**src/rtl/wbu_pc_stage_if.sv**
```systemverilog
// Writeback/PC stage bus: EXU accept handshake, IFU hand-off and write strobes.
interface wbu_pc_stage_if #(
  parameter int unsigned XLEN  = 32,
  parameter int unsigned CNT_W = 64
);
  logic              exu_valid;
  logic              wbu_ready;
  logic              wbu_valid;
  logic              ifu_ready;
  logic [1:0]        pc_mode;
  logic              br_taken;
  logic [XLEN-1:0]   imm;
  logic [XLEN-1:0]   rs1;
  logic [XLEN-1:0]   csr_target;
  logic [XLEN-1:0]   mtvec;
  logic              regw;
  logic              csrw;
  logic [XLEN-1:0]   pc;
  logic              regwen;
  logic              csrwen;
  logic              trap;
  logic [XLEN-1:0]   trap_epc;
  logic [CNT_W-1:0]  retire_cnt;

  // Stage side
  modport slave (
    input  exu_valid, ifu_ready, pc_mode, br_taken, imm, rs1, csr_target, mtvec, regw, csrw,
    output wbu_ready, wbu_valid, pc, regwen, csrwen, trap, trap_epc, retire_cnt
  );

  // EXU/IFU side
  modport master (
    output exu_valid, ifu_ready, pc_mode, br_taken, imm, rs1, csr_target, mtvec, regw, csrw,
    input  wbu_ready, wbu_valid, pc, regwen, csrwen, trap, trap_epc, retire_cnt
  );
endinterface

```
**src/rtl/wbu_pc_stage.sv**
```systemverilog
// Writeback/PC stage: registers the next PC, strobes RF/CSR writes, counts retires.
// Optional WBU_MISALIGN_TRAP_EN: misaligned targets trap to mtvec instead of being force-aligned.
module wbu_pc_stage #(
  parameter int unsigned     XLEN     = 32,
  parameter logic [XLEN-1:0] RESET_PC = XLEN'(32'h3000_0000),
  parameter int unsigned     CNT_W    = 64,
  parameter int unsigned     IALIGN   = 4
) (
  input logic                clk,
  input logic                rst,
  wbu_pc_stage_if.slave      bus
);
  localparam logic [XLEN-1:0] ALIGN_MASK = XLEN'(IALIGN - 1);

  typedef enum logic {IDLE = 1'b0, HOLD = 1'b1} state_t;

  state_t           state;
  state_t           state_nxt;
  logic             acc;
  logic             hand;
  logic             retire;
  logic [XLEN-1:0]  pc_q;
  logic [XLEN-1:0]  tgt;
  logic [XLEN-1:0]  nxt;
  logic [CNT_W-1:0] cnt_q;

  // State register; reset lands in HOLD so the IFU fetches RESET_PC
  always_ff @(posedge clk) begin
    if (rst) state <= HOLD;
    else     state <= state_nxt;
  end

  always_comb begin
    state_nxt = state;
    unique case (state)
      IDLE:    if (acc) state_nxt = HOLD;
      HOLD:    if (hand && !acc) state_nxt = IDLE;
      default: state_nxt = HOLD;
    endcase
  end

  // Ready in HOLD follows the IFU so accept and hand-off can share a cycle
  always_comb begin
    bus.wbu_valid = (state == HOLD);
    bus.wbu_ready = (state == IDLE) | bus.ifu_ready;
  end

  assign acc  = bus.exu_valid & bus.wbu_ready & ~rst;
  assign hand = bus.wbu_valid & bus.ifu_ready;

  // Raw branch/jump target, modulo 2^XLEN
  always_comb begin
    tgt = pc_q + XLEN'(4);
    unique case (bus.pc_mode)
      2'd1:    if (bus.br_taken) tgt = pc_q + bus.imm;
      2'd2:    tgt = (bus.rs1 + bus.imm) & ~XLEN'(1);
      2'd3:    tgt = bus.csr_target;
      default: tgt = pc_q + XLEN'(4);
    endcase
  end

`ifdef WBU_MISALIGN_TRAP_EN
  logic            mis;
  logic            trap_q;
  logic [XLEN-1:0] epc_q;

  assign mis    = |(tgt & ALIGN_MASK);
  assign nxt    = mis ? bus.mtvec : tgt;
  assign retire = acc & ~mis;

  // Faulting instruction does not retire; trap pulses the cycle after accept
  always_ff @(posedge clk) begin
    if (rst) begin
      trap_q <= 1'b0;
      epc_q  <= '0;
    end else begin
      trap_q <= acc & mis;
      if (acc && mis) epc_q <= pc_q;
    end
  end

  assign bus.trap     = trap_q;
  assign bus.trap_epc = epc_q;
`else
  logic unused_mtvec;

  assign unused_mtvec = ^bus.mtvec;
  assign nxt          = tgt & ~ALIGN_MASK;
  assign retire       = acc;
  assign bus.trap     = 1'b0;
  assign bus.trap_epc = '0;
`endif

  always_ff @(posedge clk) begin
    if (rst) begin
      pc_q  <= RESET_PC;
      cnt_q <= '0;
    end else begin
      if (acc)    pc_q  <= nxt;
      if (retire) cnt_q <= cnt_q + CNT_W'(1);
    end
  end

  assign bus.pc         = pc_q;
  assign bus.retire_cnt = cnt_q;
  assign bus.regwen     = retire & bus.regw;
  assign bus.csrwen     = retire & bus.csrw;
endmodule

```
**src/flat_wrapper.sv**
```systemverilog
// flat-port wrapper written by rule: the top's interface ports become plain ports
module wbu_pc_stage_flat 
#(
  parameter int unsigned     XLEN     = 32,
  parameter logic [XLEN-1:0] RESET_PC = XLEN'(32'h3000_0000),
  parameter int unsigned     CNT_W    = 64,
  parameter int unsigned     IALIGN   = 4
)
  (clk, rst, bus_exu_valid, bus_ifu_ready, bus_pc_mode, bus_br_taken, bus_imm, bus_rs1, bus_csr_target, bus_mtvec, bus_regw, bus_csrw, bus_wbu_ready, bus_wbu_valid, bus_pc, bus_regwen, bus_csrwen, bus_trap, bus_trap_epc, bus_retire_cnt);
  wbu_pc_stage_if #(.XLEN(XLEN), .CNT_W(CNT_W)) bus_i ();
  input logic clk;
  input logic rst;
  input wire logic [$bits(bus_i.exu_valid)-1:0] bus_exu_valid;
  input wire logic [$bits(bus_i.ifu_ready)-1:0] bus_ifu_ready;
  input wire logic [$bits(bus_i.pc_mode)-1:0] bus_pc_mode;
  input wire logic [$bits(bus_i.br_taken)-1:0] bus_br_taken;
  input wire logic [$bits(bus_i.imm)-1:0] bus_imm;
  input wire logic [$bits(bus_i.rs1)-1:0] bus_rs1;
  input wire logic [$bits(bus_i.csr_target)-1:0] bus_csr_target;
  input wire logic [$bits(bus_i.mtvec)-1:0] bus_mtvec;
  input wire logic [$bits(bus_i.regw)-1:0] bus_regw;
  input wire logic [$bits(bus_i.csrw)-1:0] bus_csrw;
  output wire logic [$bits(bus_i.wbu_ready)-1:0] bus_wbu_ready;
  output wire logic [$bits(bus_i.wbu_valid)-1:0] bus_wbu_valid;
  output wire logic [$bits(bus_i.pc)-1:0] bus_pc;
  output wire logic [$bits(bus_i.regwen)-1:0] bus_regwen;
  output wire logic [$bits(bus_i.csrwen)-1:0] bus_csrwen;
  output wire logic [$bits(bus_i.trap)-1:0] bus_trap;
  output wire logic [$bits(bus_i.trap_epc)-1:0] bus_trap_epc;
  output wire logic [$bits(bus_i.retire_cnt)-1:0] bus_retire_cnt;
  assign bus_i.exu_valid = bus_exu_valid;
  assign bus_i.ifu_ready = bus_ifu_ready;
  assign bus_i.pc_mode = bus_pc_mode;
  assign bus_i.br_taken = bus_br_taken;
  assign bus_i.imm = bus_imm;
  assign bus_i.rs1 = bus_rs1;
  assign bus_i.csr_target = bus_csr_target;
  assign bus_i.mtvec = bus_mtvec;
  assign bus_i.regw = bus_regw;
  assign bus_i.csrw = bus_csrw;
  assign bus_wbu_ready = bus_i.wbu_ready;
  assign bus_wbu_valid = bus_i.wbu_valid;
  assign bus_pc = bus_i.pc;
  assign bus_regwen = bus_i.regwen;
  assign bus_csrwen = bus_i.csrwen;
  assign bus_trap = bus_i.trap;
  assign bus_trap_epc = bus_i.trap_epc;
  assign bus_retire_cnt = bus_i.retire_cnt;
  wbu_pc_stage #(.XLEN(XLEN), .RESET_PC(RESET_PC), .CNT_W(CNT_W), .IALIGN(IALIGN)) u_core (.clk(clk), .rst(rst), .bus(bus_i));
endmodule
```
**config.mk**
```make
export PLATFORM = sky130hd
export DESIGN_NAME = wbu_pc_stage_flat
export DESIGN_NICKNAME = d
export VERILOG_FILES = /design/src/rtl/wbu_pc_stage_if.sv /design/src/rtl/wbu_pc_stage.sv /design/src/flat_wrapper.sv
export SDC_FILE = /design/constraint.sdc
export NUM_CORES = 1
export LEC_CHECK = 0
export CAP_MARGIN = 10
export CORE_MARGIN = 4
export CORE_UTILIZATION = 51
export CTS_CLUSTER_DIAMETER = 100
export CTS_CLUSTER_SIZE = 16
export DETAILED_ROUTE_END_ITERATION = 8
export PLACE_DENSITY = 0.92
export RECOVER_POWER = 25
export SETUP_SLACK_MARGIN = 0.4
export SYNTH_ARGS = -nofsm -noshare
export SYNTH_HDL_FRONTEND = slang
export SYNTH_SLANG_ARGS = --single-unit
```
**constraint.sdc**
```tcl
create_clock -name clk -period 6.36 [get_ports clk]
set_input_delay 0.954 -clock clk [delete_from_list [all_inputs] [get_ports clk]]
set_output_delay 0.954 -clock clk [all_outputs]
set_load 0.01 [all_outputs]
```
Word-level counts from Yosys, hierarchy flattened
Index checks and enable logic that the tools add are counted.
- bits in registers: 95
- input port bits: 137
- eq/ne operators: 3
- reduce and logical (&&, ||, !) cells: 2
- muxes and demuxes: 5
- bitwise operators: 8
- $add $sub $neg: 4
- operator list (kind ; number):
    $pmux 32 s3 ; 1
    $add 32x32->32 ; 2
    $add 64x1->64 const B ; 1
    $add 32x3->32 const B ; 1
    $mux 32 ; 1
    $and 1x1->1 ; 5
    $eq 2x2->1 const B ; 2
    $eq 2x1->1 const B ; 1
    $mux 1 ; 2
    $not 1->1 ; 2
    $pmux 1 s2 ; 1
    $logic_and 1x1->1 ; 1
    $logic_not 1->1 ; 1
    $or 1x1->1 ; 1

Depth between registers and ports, before layout
Gate-level depths: netlist of the first run.
- depth after elaboration: 8
- depth in mapped cells: 13
- mapped depth without buffers: 13

Worst setup path after synthesis of the first run
OpenSTA, ideal clock, no wires.
- kind: input-to-reg
- from: in bus_imm[2]
- to: reg u_core.pc_q[24] (netlist: u_core.bus.pc[24])
- stages: 13
- library setup time: 127 ps
- buffers on the path: 0
- slack: 2856 ps
- data required time: 6233 ps
- arrival: 3377 ps
- cells stage by stage: ha_1 > inv_1 > fa_1 > nand2b_1 > a21oi_1 > o22ai_1 > o31ai_1 > a31oi_1 > o21bai_1 > o311ai_1 > mux2i_1 > a221oi_1 > o21ai_0
- word-level cells in the longest chain between the ends: 3
- elaborated cells on any way between the ends: 4
- those cells by class: add/sub (2); mux (2)
- ends and longest elaborated chain (element ; RTL line ; source):
    start, declared ; flat_wrapper.sv:17 ; input wire logic [$bits(bus_i.imm)-1:0] bus_imm;
    $add 32x32->32 ; wbu_pc_stage.sv:55 ; 2'd1: if (bus.br_taken) tgt = pc_q + bus.imm;
    $mux 32 ; wbu_pc_stage.sv:55 ;
    $pmux 32 s3 * ; wbu_pc_stage.sv:54 ; unique case (bus.pc_mode)
    end signal, assigned ; wbu_pc_stage.sv:99 ; if (acc) pc_q <= nxt;
    end, declared ; wbu_pc_stage.sv:22 ; logic [XLEN-1:0] pc_q;
Mark *: on every way between the ends. The rest lies on a longest branch, timed or not.
A chain may end at the register's enable or synchronous reset.

Final worst setup path of the first run
Same ends and word-level chain as after synthesis.

==> results of run 1 <==
-- cell usage in the layout, fill, tap and decap left out, types with 44 or more instances in the layout --
cell type and count:
a21oi_1 77, o21ai_0 58, nand3_1 47, xnor2_1 50, dlygate4sd3_1 44, nand2_1 94
dfxtp_1 95, xor2_1 72, clkdlybuf4s50_1 155, nor2_1 120, ha_1 61
-- critical path, stage by stage --
cell and delay [ns]:
clkdlybuf4s50_1 0.52, ha_1 0.21, inv_1 0.06, fa_1 0.40, nand2b_1 0.18, a21oi_1 0.20
o22ai_1 0.18, o31ai_1 0.67, a31oi_1 0.27, o21bai_1 0.35, o311ai_1 0.14, mux2i_1 0.14
a221oi_1 0.25, o21ai_0 0.13
-- cells by family (layout without fill, tap and decap cells) --
family,count (synthesis),in the layout
buffers and inverters,93,243
DFF,95,95
and+or+nand+nor,431,431
AOI/OAI and AO/OA,278,278
xor gates and xnor gates,122,122
adders and majority gates,62,62
muxes,5,5
other,1,36
-- cell type report --
cell class	count	area share [%]
diodes	1	0.02353
clock buffers	9	2.118
clock inverters	7	0.8118
inverters	19	0.6706
multi-input cells	933	56.66
flip-flops and latches	95	17.88
well taps	216	2.541
repair buffers	208	19.29
-- path summary, 6_finish.rpt --
kind                             startpoint                   endpoint  slack [ns]  cells after the start
hold / removal    u_core.bus.retire_cnt[63]  u_core.bus.retire_cnt[63]        0.49                      2
setup reg to reg           u_core.bus.pc[2]          u_core.bus.pc[24]        2.52                     13
hold reg to reg   u_core.bus.retire_cnt[63]  u_core.bus.retire_cnt[63]        0.49                      2
setup / recovery                 bus_imm[2]          u_core.bus.pc[24]        1.91                     14
-- metrics by stage --
| step | power (uW) | cells |
|---|---|---|
| 4_1_cts | 1730 | 1487 |
| 5_1_grt | 1814 | 1487 |
| 2_1_floorplan | 995.8 | 1121 |
| 6_report | 1737 | 1488 |
| 3_5_place_dp | 1168 | 1471 |
| 3_3_place_gp | 1157 | 1471 |
-- metal layers --
| metal | share of wire (%) | track usage, % | routed length [um] | vias up |
|---|---|---|---|---|
| met4 | 3.7 | 12.15 | 976 | 0 |
| met2 | 47 | 45.49 | 12260 | 491 |
| li1 | - | - | - | 4275 |
| met1 | 41 | 34.84 | 10750 | 4240 |
| met3 | 8.9 | 3.900 | 2342 | 84 |
| met5 | 0 | 0 | 0 | - |
-- report_power, final --
group / internal (uW) / switching (uW) / total [uW]
logic: 245 / 283 / 528
registers: 610 / 30.8 / 640
clock network: 282 / 287 / 569
total: 1140 / 600 / 1740
-- cell usage after synthesis (10+ instances only) --
cell type	instances	area share (%)
xnor2_1	50	5.3
nor2_1	120	5.4
and2_1	10	0.76
nand3_1	47	2.8
a31oi_1	15	1.1
a21oi_1	77	4.7
nor3_1	25	1.5
o21ai_0	58	3.5
or3_1	12	0.91
a21o_1	27	2.4
a221oi_1	19	2.0
inv_1	18	0.82
nand2_1	94	4.3
dfxtp_1	95	23
ha_1	61	9.2
xor2_1	72	7.6
and3_1	25	1.9
nand4_1	37	2.8
buf_4	35	3.2
clkbuf_1	33	1.5
-- flip-flops by register name, indices dropped and copies added, names as in the netlist --
name	count
u_core.bus.pc	30
u_core.bus.wbu_valid	1
u_core.bus.retire_cnt	64
==> flow_summary.ini, run 1 <==
[routing]
finalWirelength_um = 26320
firstDrtPassIters = 6
drtIter0Drc = 789
via_per_inst = 6.109
vias = 9090
drc_errors = 0
ant_nets = 0
post_drt_wl_per_cell_um = 17.69

[status]
violations = capacitance limit, slew limit
outcome = finished, violations left

[die]
die_area_mm2 = 0.01835
coreArea_mm2 = 0.01589
start_util_pct = 52.15
die_w_um = 135.5
io_pins = 270
rows = 46
die_h_um = 135.5

[global_route]
grt_usage_pct = 27.20
grt_max_degree = 68
first_global_vias = 8424
grt-ovfl-total = 0
antenna_found_initial = 0
grt_pass1_wl_um = 41010

[finish]
final_cell_area_mm2 = 0.01064
syn2layout_area_growth_pct = 28.38
seqCellArea_mm2 = 0.001902
drive_gt1_share_pct = 3.147
multi_input_area_mm2 = 0.006026
nFillCells = 1303
final_core_util_pct = 66.95
fin_nets = 1465

[pwr]
p_per_area_mw_per_mm2 = 163.4
irDropWorstVdd_mv = 0.1312
p_leak_uw = 0.004306

[setup_path]
crit_fanout = 4
start_kind = primary input
critPathArrivalTime_ns = 4.68
worstSetupEndpointType = flop
critPathRequiredTime_ns = 6.59
path_class = primary input to flop

[logic_synthesis]
syn-instance-count = 1087
synth_warnings = 0
synth-compound-area-share_pct = 21.79
synth.avg_cell_area_um2 = 7.621
yosysSeqAreaShare_pct = 22.96
synth_top_family_by_area = simple AND/OR/NAND/NOR gates
muxShareOfSynthArea_pct = 0.6041
synth-xor-area-share_pct = 12.90
synth-async-reset-ratio_pct = 0
synth-adder-area-share_pct = 9.455
ys_types = 74
synth-edff-count = 0
yosys.area_share.simple_pct = 26.40
ys_ff_latch = 95
synth.cell_area_mm2 = 0.008284
ys_dominant_reg_cell = dfxtp_1

[cts]
cts.sinks = 95
cts_setup_buffers = 0
cts_hold_buf = 0
cts_tree = built
clockBufferDepth = 2
path_clk_slew_ns = 0.07
cts.repair.resized = 0
cts_buffers = 9
htree_levels = 3
clk_latency_ns = 0.36
clock-root-buffer = clkbuf_16

[sta]
fmax_mhz = 224.9
rsz0062_at_grt = no
fin_ws_ns = 1.914
slew-limit-headroom_pct = -101.6
slew_viol_final = 68
fin_skew_ns = 0.01032
final-hold-violation-count = 0
period_minus_slack_ns = 4.446
hold_slack_ns = 0.4906
final.setup.tns_ns = 0
tightest_slew_ns = 3.023
setup_viol = 0
fin_crit_sh_pct = 69.91

[run]
maxCapViolations = 1

[place]
dp_hpwl_um = 19830
place_area_mm2 = 0.01033
place_congestion = 0.9983
port_buffers = 200
preCtsSetupSlack_ns = 1.675

[min_path]
min_path_type = flop to flop
(Power assumes the default switching activity.)
==> run 2, diff against run 1 <==
- CORE_UTILIZATION: 51 -> 43
- PLACE_DENSITY: 0.92 -> 0.83
- clock period: 6.36 -> 3.88 ns (I/O delays scaled with it)
==> run 2 against run 1 <==
Net effect:
- the run still ends with capacitance limit, slew limit left
- clock power increased by 68%
- via count increased by 0.51%
- sequential share of layout area decreased by 0.52 points
- cell count increased by 4.8%
- sequential cell count unchanged
- critical path type unchanged
- critical endpoint is now u_core.bus.pc[31]
- highest routed layer unchanged
==> flow_summary.ini, run 2 (synthesis results as in run 1) <==
[cts]
cts_tree = built
clockBufferDepth = 2
cts_hold_buf = 0
cts_buffers = 9
cts.sinks = 95
path_clk_slew_ns = 0.07
clk_latency_ns = 0.35
htree_levels = 3
clock-root-buffer = clkbuf_16

[sta]
fin_crit_sh_pct = 86.90
final.setup.tns_ns = 0
slew_viol_final = 28
tightest_slew_ns = 1.589
setup_viol = 0
fin_skew_ns = 0.01182
fmax_mhz = 296.6
final-hold-violation-count = 0
period_minus_slack_ns = 3.372
slew-limit-headroom_pct = -5.938
rsz0062_at_grt = yes

[pwr]
switching_share_pct = 33.27
power_frac_comb_pct = 31.5
power_frac_clock_pct = 32.7
switching_power_uw = 971.8
p_seq_share_pct = 35.9
intPower_uw = 1949
p_per_area_mw_per_mm2 = 266.6
p_leak_uw = 0.004471
irDropWorstVdd_mv = 0.1794

[setup_path]
timing.rr.start = u_core.bus.pc[3]
timing.rr.end = u_core.bus.pc[22]
reg2reg_slack_ns = 0.88
crit_top_cell = o21ai_1
max_stage_delay_ns = 0.45
worstSetupEndpointType = flop
start_kind = primary input
cp_slowest_cell = clkdlybuf4s50_1
r2r.worst_path.cells = 14
path_class = primary input to flop
crit_fanout = 6
critPathArrivalTime_ns = 3.66
critPathRequiredTime_ns = 4.17
crit_chain = clkdlybuf4s50_1 -> ha_1 -> a21oi_1 -> o21ai_0 -> a221oi_1 -> o21ai_1 -> buf_4 -> a21o_2 -> a31oi_1 -> o21ai_1 -> xnor2_1 -> a211o_1 -> nand3_1

[run]
maxCapViolations = 1

[routing]
drtIter0Drc = 677
vias = 9136
drc_errors = 0
firstDrtPassIters = 7
ant_nets = 0
finalWirelength_um = 27680
post_drt_wl_per_cell_um = 17.75
via_per_inst = 5.860

[global_route]
grt_usage_pct = 24.56
use_met3_pct = 3.917
grt_max_degree = 68
grtUsageMet1_pct = 32.51
grt-ovfl-total = 0
first_global_vias = 8612
met2_usage_pct = 39.71
antenna_found_initial = 0
gr-max-usage-layer = met2
grt_pass1_wl_um = 43810

[min_path]
hold_end = u_core.bus.retire_cnt[63]
min_path_type = flop to flop
hold_start = u_core.bus.retire_cnt[63]
min_delay_path_depth = 2

[place]
port_buffers = 200
place_congestion = 0.9736
dp_hpwl_um = 21290
placed_cells = 1542

[die]
die_h_um = 146.8
io_pins = 270
die_area_mm2 = 0.02155
coreArea_mm2 = 0.01883
rows = 50
start_util_pct = 43.99
die_w_um = 146.8

[finish]
syn2layout_area_growth_pct = 32.26
final_cells = 1559
drive_gt1_share_pct = 6.236
fin_nets = 1493
final_cell_mix = clkdlybuf4s50_1 (155), nor2_1 (119), dfxtp_1 (95), nand2_1 (94), a21oi_1 (74)
antennaDiodeCount = 0
layout_commonest_cell = clkdlybuf4s50_1
largest_reg_flops = 64

[status]
outcome = finished, violations left
violations = capacitance limit, slew limit
## run 2: cell types whose count changed in the layout (fill, tap and decap cells not counted), sizes merged
cell,before,now
dlygate4sd3,44,43
clkbuf,11,10
bufinv,0,1
inv,21,23
diode,1,0
dlymetal6s2s,0,1
clkinv,5,2
buf,7,36
## run 2: power by group through the flow
stage / Combinational, uW / Clock (uW) / Sequential [uW]
floorplan: 563 / 0 / 1070
global placement: 866 / 0 / 1070
detailed placement: 887 / 0 / 1070
CTS: 894 / 969 / 1050
global route: 998 / 1010 / 1050
finish: 919 / 954 / 1050
## run 2: per-stage QoR
step / instance area (um2) / util [%] / total power (uW) / hold WS [ns] / setup WS (ns)
5_1_grt: 10960 / 58.19 / 3060 / 0.5382 / 0.2594
3_3_place_gp: 10580 / 56.21 / 1934 / 0.4661 / 0.1786
4_1_cts: 10890 / 57.85 / 2909 / 0.4957 / 0.4324
3_5_place_dp: 10580 / 56.21 / 1956 / 0.4831 / 0.07978
6_report: 10960 / 58.19 / 2921 / 0.4858 / 0.5081
2_1_floorplan: 8412 / - / 1632 / 0.5023 / 0.7485
## run 2: how the worst max path moves through the flow
stage	start	endpoint	slack, ns	cells after the start
6_report	bus_imm[13]	u_core.bus.pc[31]	0.51	13
2_1_floorplan	bus_imm[2]	u_core.bus.pc[24]	0.75	13
3_3_place_gp	bus_imm[2]	u_core.bus.pc[24]	0.18	15
5_1_grt	bus_exu_valid	u_core.bus.retire_cnt[62]	0.26	11
4_1_cts	bus_imm[2]	u_core.bus.pc[30]	0.43	16
3_5_place_dp	bus_imm[2]	u_core.bus.pc[30]	0.08	16
## run 2: per-layer routing
layer | part of all wire, % | wire length, um
met3 | 8.2 | 2264
met5 | 0 | 0
met1 | 42 | 11560
met4 | 3.8 | 1054
met2 | 46 | 12800
## run 2: layout make-up
class,instances,area (um2)
clock inverters,7,83.83
fillers,1676,7874
clock buffers,9,225.2
flip-flops and latches,95,1902
multi-input cells,933,6083
repair buffers,236,2266
inverters,19,71.32
well taps,260,325.3
## run 2: timing repair
item                                    4_1_cts  5_1_grt
endpoints found under the setup margin        0       12
setup buffers                                 0        1
gates resized for setup                       0       17
## run 2: worst max-delay path, delay by kind of cell
kind | cells | cell delay [ns]
xor+xnor | 1 | 0.16
buf+inv | 2 | 0.62
compound gates | 8 | 1.87
fa+ha+maj | 1 | 0.35
simple gates | 1 | 0.06
